## src/rtl/parity_arbiter.sv

```systemverilog
// Round-robin arbiter sharing one parity stage among four 7-bit requesters.
// The captured word plus parity is held for a single valid/ready consumer.
module parity_arbiter #(
    parameter bit ODD_PARITY = 1'b0
) (
    input  logic        clk,
    input  logic        rst,
    input  logic [3:0]  req,
    input  logic [27:0] req_data,
    output logic [3:0]  grant,
    output logic        out_valid,
    output logic [7:0]  out_data,
    output logic [1:0]  out_src,
    input  logic        out_ready
);

    typedef enum logic {IDLE, HOLD} state_t;

    state_t      r_state;
    logic [1:0]  r_last;
    logic [1:0]  w_win;
    logic        w_found;
    logic [6:0]  w_word;
    logic        w_par;

    // Search starts one past the last winner and wraps through all four sources.
    always_comb begin
        w_win   = 2'd0;
        w_found = 1'b0;
        for (int k = 0; k < 4; k++) begin
            if (!w_found && req[r_last + 2'(k + 1)]) begin
                w_win   = r_last + 2'(k + 1);
                w_found = 1'b1;
            end
        end
        w_word = req_data[w_win*7 +: 7];
        w_par  = (^w_word) ^ ODD_PARITY;
    end

    always_ff @(posedge clk or posedge rst) begin
        if (rst) begin
            r_state   <= IDLE;
            r_last    <= 2'd3;
            grant     <= 4'b0000;
            out_valid <= 1'b0;
            out_data  <= 8'h00;
            out_src   <= 2'd0;
        end else begin
            grant <= 4'b0000;
            case (r_state)
                IDLE: begin
                    if (w_found) begin
                        out_data  <= {w_par, w_word};
                        out_src   <= w_win;
                        r_last    <= w_win;
                        grant     <= 4'b0001 << w_win;
                        out_valid <= 1'b1;
                        r_state   <= HOLD;
                    end
                end
                HOLD: begin
                    if (out_valid && out_ready) begin
                        out_valid <= 1'b0;
                        r_state   <= IDLE;
                    end
                end
                default: r_state <= IDLE;
            endcase
        end
    end

endmodule
```

## config.mk

```make
export PLATFORM = sky130hd
export DESIGN_NAME = parity_arbiter
export DESIGN_NICKNAME = d
export VERILOG_FILES = /design/src/rtl/parity_arbiter.sv
export SDC_FILE = /design/constraint.sdc
export NUM_CORES = 1
export LEC_CHECK = 0
export ABC_CLOCK_PERIOD_IN_PS = 3100
export CAP_MARGIN = 30
export CORE_ASPECT_RATIO = 1.1
export CORE_MARGIN = 3
export CORE_UTILIZATION = 40
export DETAILED_ROUTE_END_ITERATION = 7
export PLACE_DENSITY_LB_ADDON = 0.1
export SLEW_MARGIN = 30
export SYNTH_ARGS = -nofsm -noshare
export SYNTH_HDL_FRONTEND = slang
export SYNTH_SLANG_ARGS = --single-unit
export TNS_END_PERCENT = 100
```

## constraint.sdc

```tcl
create_clock -name clk -period 3.1 [get_ports clk]
set_input_delay 0.465 -clock clk [delete_from_list [all_inputs] [get_ports clk]]
set_output_delay 0.465 -clock clk [all_outputs]
set_load 0.005 [all_outputs]
```

==> results of run 1 <==
## routing by layer
metal,global-route usage [%],share of wire (%),up-vias
met2,30.07,52,33
met5,0,0,-
met1,20.29,40,415
met3,2.771,6.6,4
li1,-,-,463
met4,4.270,1.3,0
## cell usage after synthesis, types with 2 or more instances
cell type / n
a21oi_1: 4
dfrtp_1: 16
nand2b_1: 2
inv_1: 2
o21ai_1: 3
dfstp_2: 2
nor2_1: 7
nand2_1: 31
mux2i_1: 20
buf_6: 2
xnor2_1: 6
## final cells by class
class                   count  area (um^2)  share of cell area (%)
multi-input cells          84        545.5                   34.14
flip-flops and latches     18        452.9                   28.35
inverters                   2        7.507                  0.4699
clock buffers               4        36.28                   2.271
well taps                  30        37.54                   2.349
repair buffers             51        518.0                   32.42
## worst max-delay path, delay by kind of cell
| family | cells | cell delay, ns |
|---|---|---|
| AND/OR/NAND/NOR | 1 | 0.16 |
| multiplexers | 2 | 0.33 |
| buffers and inverters | 2 | 0.72 |
| XOR/XNOR | 3 | 0.51 |
| AO/OA/AOI/OAI | 3 | 0.54 |
## kinds of logic after synthesis
kind of cell / count (synthesis) / share of synthesized area (%)
buffers and inverters: 7 / 5.621
XOR/XNOR: 6 / 5.024
AO/OA/AOI/OAI: 11 / 7.295
flip-flops: 18 / 43.30
multiplexers: 21 / 20.22
AND/OR/NAND/NOR: 46 / 18.54
## where the power goes
part           total [mW]  internal (mW)  switching, mW
clock network       0.146         0.0715         0.0741
registers           0.383          0.325         0.0578
logic               0.671          0.384          0.287
## through the flow
step | worst slack, ns | total power [mW] | utilization (%)
3_3_place_gp | 0.3252 | 1.043 | 66.03
5_1_grt | 0.2560 | 1.289 | 67.57
3_5_place_dp | 0.1996 | 1.068 | 66.03
2_1_floorplan | 0.9313 | 0.8213 | -
4_1_cts | 0.5008 | 1.214 | 67.57
6_report | 0.5290 | 1.200 | 67.57
## registers in the layout, summed over array words and instances, names as in the netlist
| name | count |
|---|---|
| r_last | 2 |
| grant | 4 |
| r_state | 1 |
| out_valid | 1 |
| out_src | 2 |
| out_data | 8 |
## worst paths after layout
kind | start | endpoint | slack [ns] | cells past startpoint
min in group asynchronous | rst | out_src[1] | 0.56 | 2
worst min register to register | out_data[5] | out_data[5] | 0.49 | 2
worst max register to register | r_last[1] | out_data[7] | 0.74 | 9
max in group asynchronous | rst | r_state | 2.11 | 2
worst max-delay path | req[1] | out_data[7] | 0.53 | 11
worst min-delay path | out_data[5] | out_data[5] | 0.49 | 2
==> flow_metrics.tcl, run 1 <==
set metrics [dict create \
    status "complete, no violations" \
    seq_area_frac_synth_pct 43.30 \
    synth_edf_count 0 \
    cp_slowest_cell "clkdlybuf4s50_1" \
    clk_latency_ns 0.29 \
    first_pass_iters 4 \
    synth.area.top_cells "dfrtp_1 (38%), mux2i_1 (19%), nand2_1 (11%), dfstp_2 (5.0%), xnor2_1 (5.0%)" \
    grt_max_degree 19 \
    port_buffers 49 \
    instances_no_fill 189 \
    synth_nets 144 \
    rsz0062_at_grt "false" \
    crit_fanout 18 \
    cts_resized 0 \
    drt_iter0_drc 11 \
    drive_gt1_share_pct 7.547 \
    cts_tree "yes" \
    synthCells 109 \
    fin_crit_sh_pct 82.94 \
    slew_violations 0 \
    ys_ff_latch 18 \
    setup_viol 0 \
    root_buffer "clkbuf_4" \
    fin_hold_ws_ns 0.4863 \
    dp_cells 185 \
    arrival_ns 2.73 \
    wirelength_um 2391 \
    worst_pin_slew_ns 0.7386 \
    hold_viol_final 0 \
    worstSetupStartpointType "input port" \
    drc_errors 0 \
    slew_headroom_pct 50.76 \
    layout_commonest_cell "clkdlybuf4s50_1" \
    routed_via_density 4.841 \
    cp_cell_sequence "clkdlybuf4s50_1, nor2_2, o21ai_1, a311oi_4, buf_12, mux2i_1, mux2i_1, xnor2_1, xnor2_1, xnor2_1, o21ai_1" \
    cts_max_path_buffers 2 \
    crit_type "in2reg" \
    n_antenna_cell 0 \
    grt.overflow.total 0 \
    postSynth.asyncResetShare_pct 100.0 \
    num_vias 915 \
    num_rows 18 \
    irDropWorstVdd_uv 516.9 \
    wl_per_cell_um 12.65 \
    post_cts_buffers 0 \
    cp-end-kind "register" \
    grt_pass1_wl_um 4002 \
    hold_buffers 0 \
    die_h_um 59.64 \
    cts_sinks 18 \
    tns_ns 0 \
    core_region_area_um2 2365 \
    initial_utilization_pct 44.23 \
    synth_top_area_share_pct 38.28 \
    syn_to_final_growth_pct 52.75 \
    hold_path.class "reg2reg" \
    ys_warn_count 0 \
    cp_slowest_stage_delay_ns 0.51 \
    fp.dieW_um 54.76 \
    die-area_um2 3265 \
    fin_skew_ns 0.001838 \
    synthFlopType "dfrtp_1" \
    final_area_um2 1598 \
    antenna_found_initial 0 \
    gp_congestion 0.6853 \
    drtAntennaViolNets 0 \
    cts_max_level 1 \
    avgSynthCellArea_um2 9.596 \
    grt_pass1_vias 907 \
    max-cap-violations 0 \
    cp.required_ns 3.26 \
    fin_nets 195 \
    timing.fmax_mhz 388.9 \
    yosysTopAreaCell "dfrtp_1" \
    hpwl_um 1893 \
    grt_usage_pct 16.83 \
    final_cell_mix "clkdlybuf4s50_1 (49), nand2_1 (31), mux2i_1 (20), dfrtp_1 (16), nor2_1 (7)" \
    cts_buffers 3 \
    cts.clk_slew.worst_paths_ns 0.10 \
    n_fill_cell 197 \
    p_leak_nw 0.7213 \
    yosys.cell_types.count 25 \
    io_pins 50 \
    crit_top_cell "xnor2_1" \
    period_needed_ns 2.571 \
    placed_area_um2 1562 \
    p_per_area_nw_per_um2 750.9 \
    syn_area_um2 1046 \
]
Note: power is estimated with default switching activity, not from simulation.
==> run 2, diff against run 1 <==
Settings changed: ABC_CLOCK_PERIOD_IN_PS 3100 to 2400.
Clock period 3.1 ns to 2.4 ns, I/O delays scaled along.
==> flow_metrics.tcl, run 2 (synthesis results as in run 1) <==
set metrics [dict create \
    status "complete, no violations" \
    place_ws_ns -0.2882 \
    drc_errors 0 \
    worstSetupStartpointType "register" \
    crit_fanout 8 \
    irDropWorstVdd_uv 716.9 \
    drtAntennaViolNets 0 \
    cp.required_ns 2.59 \
    hold_viol_final 0 \
    routed_via_density 4.952 \
    grt_pass1_wl_um 4202 \
    io_pins 50 \
    cp_cell_sequence "nand2_2, a311oi_4, buf_6, clkbuf_16, mux2i_1, mux2i_1, xnor2_1, xnor2_1, xnor2_1, o21ai_1" \
    hpwl_um 2103 \
    p_int_mw 1.159 \
    p_leak_nw 0.8501 \
    crit_type "reg2reg" \
    setup_viol 0 \
    syn_to_final_growth_pct 71.17 \
    slew_headroom_pct 49.11 \
    worst_pin_slew_ns 0.7634 \
    drive_gt1_share_pct 18.54 \
    fin_crit_sh_pct 95.94 \
    p_sw_share_pct 33.70 \
    die-area_um2 3265 \
    setup_ws_ns 0.09749 \
    fin_nets 214 \
    grt_usage_pct 17.94 \
    comb_power_share_pct 60.9 \
    total_power_mw 1.748 \
    grt_max_degree 19 \
    first_pass_iters 4 \
    root_buffer "clkbuf_4" \
    cp.depth 10 \
    wl_per_cell_um 13.85 \
    largest_registers "out_data (8), grant (4)" \
    cts_max_path_buffers 2 \
    crit-reg2reg-launch "r_last[1]" \
    wirelength_um 2881 \
    rsz0062_at_grt "false" \
    core_region_area_um2 2365 \
    cts_tree "yes" \
    regToRegSetupSlack_ns 0.1 \
    fin_hold_ws_ns 0.4464 \
    power.switching_mw 0.5890 \
    tns_ns 0 \
    timing.fmax_mhz 434.3 \
    drt_iter0_drc 24 \
    pwr-share-seq_pct 28.2 \
    r2r_end "out_data[7]" \
    initial_utilization_pct 44.23 \
    num_rows 18 \
    n_fill_cell 167 \
    layout_commonest_cell "clkdlybuf4s50_1" \
    cp_slowest_cell "dfstp_2" \
    worstRegToRegCells 10 \
    regMostFlops "out_data" \
    max-cap-violations 0 \
    cts_buffers 3 \
    hold_buffers 0 \
    gp_congestion 0.7334 \
    n_antenna_cell 0 \
    fp.dieW_um 54.76 \
    antenna_found_initial 0 \
    grt.overflow.total 0 \
    die_h_um 59.64 \
    grt_pass1_vias 1024 \
    crit_top_cell "xnor2_1" \
    fin_skew_ns 0.008961 \
    clkPwrFrac_pct 10.9 \
    largest_reg_flops 8 \
    cts_max_level 1 \
    instances_no_fill 208 \
    cp-end-kind "register" \
    slew_violations 0 \
    cp_slowest_stage_delay_ns 0.62 \
    arrival_ns 2.49 \
    period_needed_ns 2.303 \
    path_buf_inv 2 \
    cts_sinks 18 \
    p_per_area_nw_per_um2 976.1 \
    dp_cells 197 \
    final_cell_mix "clkdlybuf4s50_1 (47), nand2_1 (30), mux2i_1 (20), buf_4 (17), dfrtp_1 (16)" \
    hold_path.class "in2async" \
    num_vias 1030 \
    clk_latency_ns 0.30 \
    port_buffers 49 \
    crit_family "flip-flops" \
    cts.clk_slew.worst_paths_ns 0.11 \
]
[run 2: per-stage QoR]
stage | cell area [um^2] | utilization [%]
6_report | 1790 | 75.71
5_1_grt | 1790 | 75.71
4_1_cts | 1688 | 71.38
3_5_place_dp | 1652 | 69.84
2_1_floorplan | 1046 | -
3_3_place_gp | 1652 | 69.84
[run 2: per-layer routing]
| metal | up-vias | track usage (%) | wire (um) |
|---|---|---|---|
| li1 | 504 | - | - |
| met1 | 485 | 19.46 | 1167 |
| met2 | 35 | 32.77 | 1477 |
| met3 | 6 | 3.275 | 157 |
| met4 | 0 | 7.473 | 78 |
| met5 | - | 0 | 0 |
[run 2: power by group through the flow]
stage               Clock [mW]  Sequential [mW]  Combinational, mW
floorplan                    0            0.487              0.574
global placement             0            0.494              0.904
detailed placement           0            0.498              0.928
CTS                      0.195            0.494              0.930
global route             0.203            0.508               1.15
finish                   0.191            0.493               1.06
[run 2: repair_timing]
item,4_1_cts,5_1_grt
setup endpoints to repair,0,1
gates resized for setup,0,5
setup buffers,0,5
[run 2: how the worst max path moves through the flow]
stage	start	end
after floorplan	r_last[1]	out_data[7]
after global placement	req[0]	out_data[7]
after detailed placement	req[0]	out_data[7]
after CTS	req[0]	out_data[7]
after global routing	req[0]	out_data[7]
final	r_last[1]	out_data[7]
[run 2: final cells by class]
| class | count | area, um^2 | share of cell area, % |
|---|---|---|---|
| Sequential cell | 18 | 452.9 | 25.30 |
| Tap cell | 30 | 37.54 | 2.096 |
| Inverter | 2 | 7.507 | 0.4193 |
| Timing Repair Buffer | 70 | 704.4 | 39.34 |
| Clock buffer | 4 | 36.28 | 2.027 |
| Multi-Input combinational cell | 84 | 551.8 | 30.82 |
==> run 3, diff against run 2 <==
Settings changed: CTS_BUF_LIST from default to sky130_fd_sc_hd__clkbuf_16.
==> flow_metrics.tcl, run 3 (synthesis results as in run 1) <==
set metrics [dict create \
    routed_via_density 4.971 \
    rsz0062_at_grt "true" \
    syn_to_final_growth_pct 74.76 \
    core_region_area_um2 2365 \
    period_needed_ns 2.273 \
    fp.dieW_um 54.76 \
    num_vias 1029 \
    hold_buffers 0 \
    layout_commonest_cell "clkdlybuf4s50_1" \
    grt_pass1_vias 1080 \
    grt.overflow.total 0 \
    port_buffers 49 \
    hold_path.class "reg2reg" \
    hpwl_um 2103 \
    max-cap-violations 0 \
    irDropWorstVdd_uv 699.7 \
    cts.clk_slew.worst_paths_ns 0.05 \
    first_pass_iters 4 \
    worstSetupStartpointType "register" \
    tns_ns 0 \
    root_buffer "clkbuf_16" \
    status "complete, no violations" \
    drive_gt1_share_pct 18.08 \
    grt_max_degree 19 \
    num_rows 18 \
    wirelength_um 3036 \
    grt_usage_pct 18.85 \
    crit_type "reg2reg" \
    p_per_area_nw_per_um2 1060 \
    drtAntennaViolNets 0 \
    cts_max_path_buffers 2 \
    n_antenna_cell 0 \
    slew_headroom_pct 48.04 \
    setup_viol 0 \
    antenna_found_initial 0 \
    initial_utilization_pct 44.23 \
    final_area_um2 1828 \
    fin_skew_ns 0.002088 \
    fin_nets 213 \
    wl_per_cell_um 14.67 \
    final_cell_mix "clkdlybuf4s50_1 (45), nand2_1 (30), mux2i_1 (20), dfrtp_1 (16), buf_4 (15)" \
    drc_errors 0 \
    cp-end-kind "register" \
    crit_fanout 7 \
    regMostFlops "out_data" \
    place_ws_ns -0.2882 \
    slew_violations 0 \
    cts_sinks 18 \
    die_h_um 59.64 \
    largest_registers "out_data (8), grant (4)" \
    die-area_um2 3265 \
    fin_crit_sh_pct 94.71 \
    clk_latency_ns 0.25 \
    cts_max_level 1 \
    hold_viol_final 0 \
    cp.required_ns 2.53 \
    p_leak_nw 0.8585 \
    gp_congestion 0.7334 \
    placed_area_um2 1652 \
    arrival_ns 2.41 \
    cts_tree "yes" \
    largest_reg_flops 8 \
    timing.fmax_mhz 439.9 \
    grt_pass1_wl_um 4491 \
    cts_buffers 3 \
    setup_ws_ns 0.1270 \
    worst_pin_slew_ns 0.7794 \
    fin_util_pct 77.30 \
    io_pins 50 \
    drt_iter0_drc 27 \
]
run 3: changes by cell type in the layout (fill, tap and decap cells not counted), moves of 2 or more:
cell and delta:
clkbuf_16 +2, clkdlybuf4s50_1 -2, dlygate4sd2_1 +3, buf_4 -2, clkbuf_4 -3
run 3: power breakdown:
part	internal, mW	switching [mW]	leakage, nW
registers	0.421	0.0731	0.223
clock network	0.221	0.114	0.0385
logic	0.658	0.450	0.597
total	1.30	0.637	0.859
run 3: critical path: stages (launching register included):
cell and delay (ns):
dfstp_2 0.58, buf_6 0.12, nand2_1 0.06, o21ai_2 0.15, a311oi_4 0.06, buf_4 0.17
buf_16 0.13, mux2i_1 0.11, mux2i_1 0.22, xnor2_1 0.17, xnor2_1 0.16, xnor2_1 0.16
o21ai_1 0.07
run 3: timing repair:
action / in CTS / in global routing
setup endpoints to repair: 1 / 1
resized for setup: 4 / 6
gates cloned: 1 / 1
buffers inserted: 3 / 1
pin swaps: 4 / 4
run 3: layer usage:
layer / global-route usage (%) / routed length [um]
met1: 20.66 / 1197
met2: 35.98 / 1671
met3: 2.519 / 153
met4: 5.338 / 13
met5: 0 / 0
run 3: worst paths after layout:
check / startpoint / end / slack (ns) / cells past startpoint
setup / recovery: r_last[1] / out_data[7] / 0.13 / 12
hold reg to reg: out_data[2] / out_data[2] / 0.47 / 2
setup reg to reg: r_last[1] / out_data[7] / 0.13 / 12
max in group asynchronous: rst / out_data[5] / 1.45 / 2
hold / removal: out_data[2] / out_data[2] / 0.47 / 2
min in group asynchronous: rst / grant[2] / 0.52 / 2
run 3: layout make-up:
cell class	count	area, um^2
Inverter	2	7.507
Timing Repair Buffer	69	696.9
Clock buffer	3	75.07
Tap cell	30	37.54
Sequential cell	18	452.9
Clock inverter	1	3.754
Multi-Input combinational cell	84	554.3
Fill cell	168	536.8
run 3: through the flow:
step           hold WS, ns  total power, mW  cells
6_report            0.4749            1.938    207
5_1_grt             0.4995            2.040    207
4_1_cts             0.4737            1.854    205
3_5_place_dp        0.4604            1.426    197
3_3_place_gp        0.4589            1.398    197
2_1_floorplan       0.2971            1.061    109
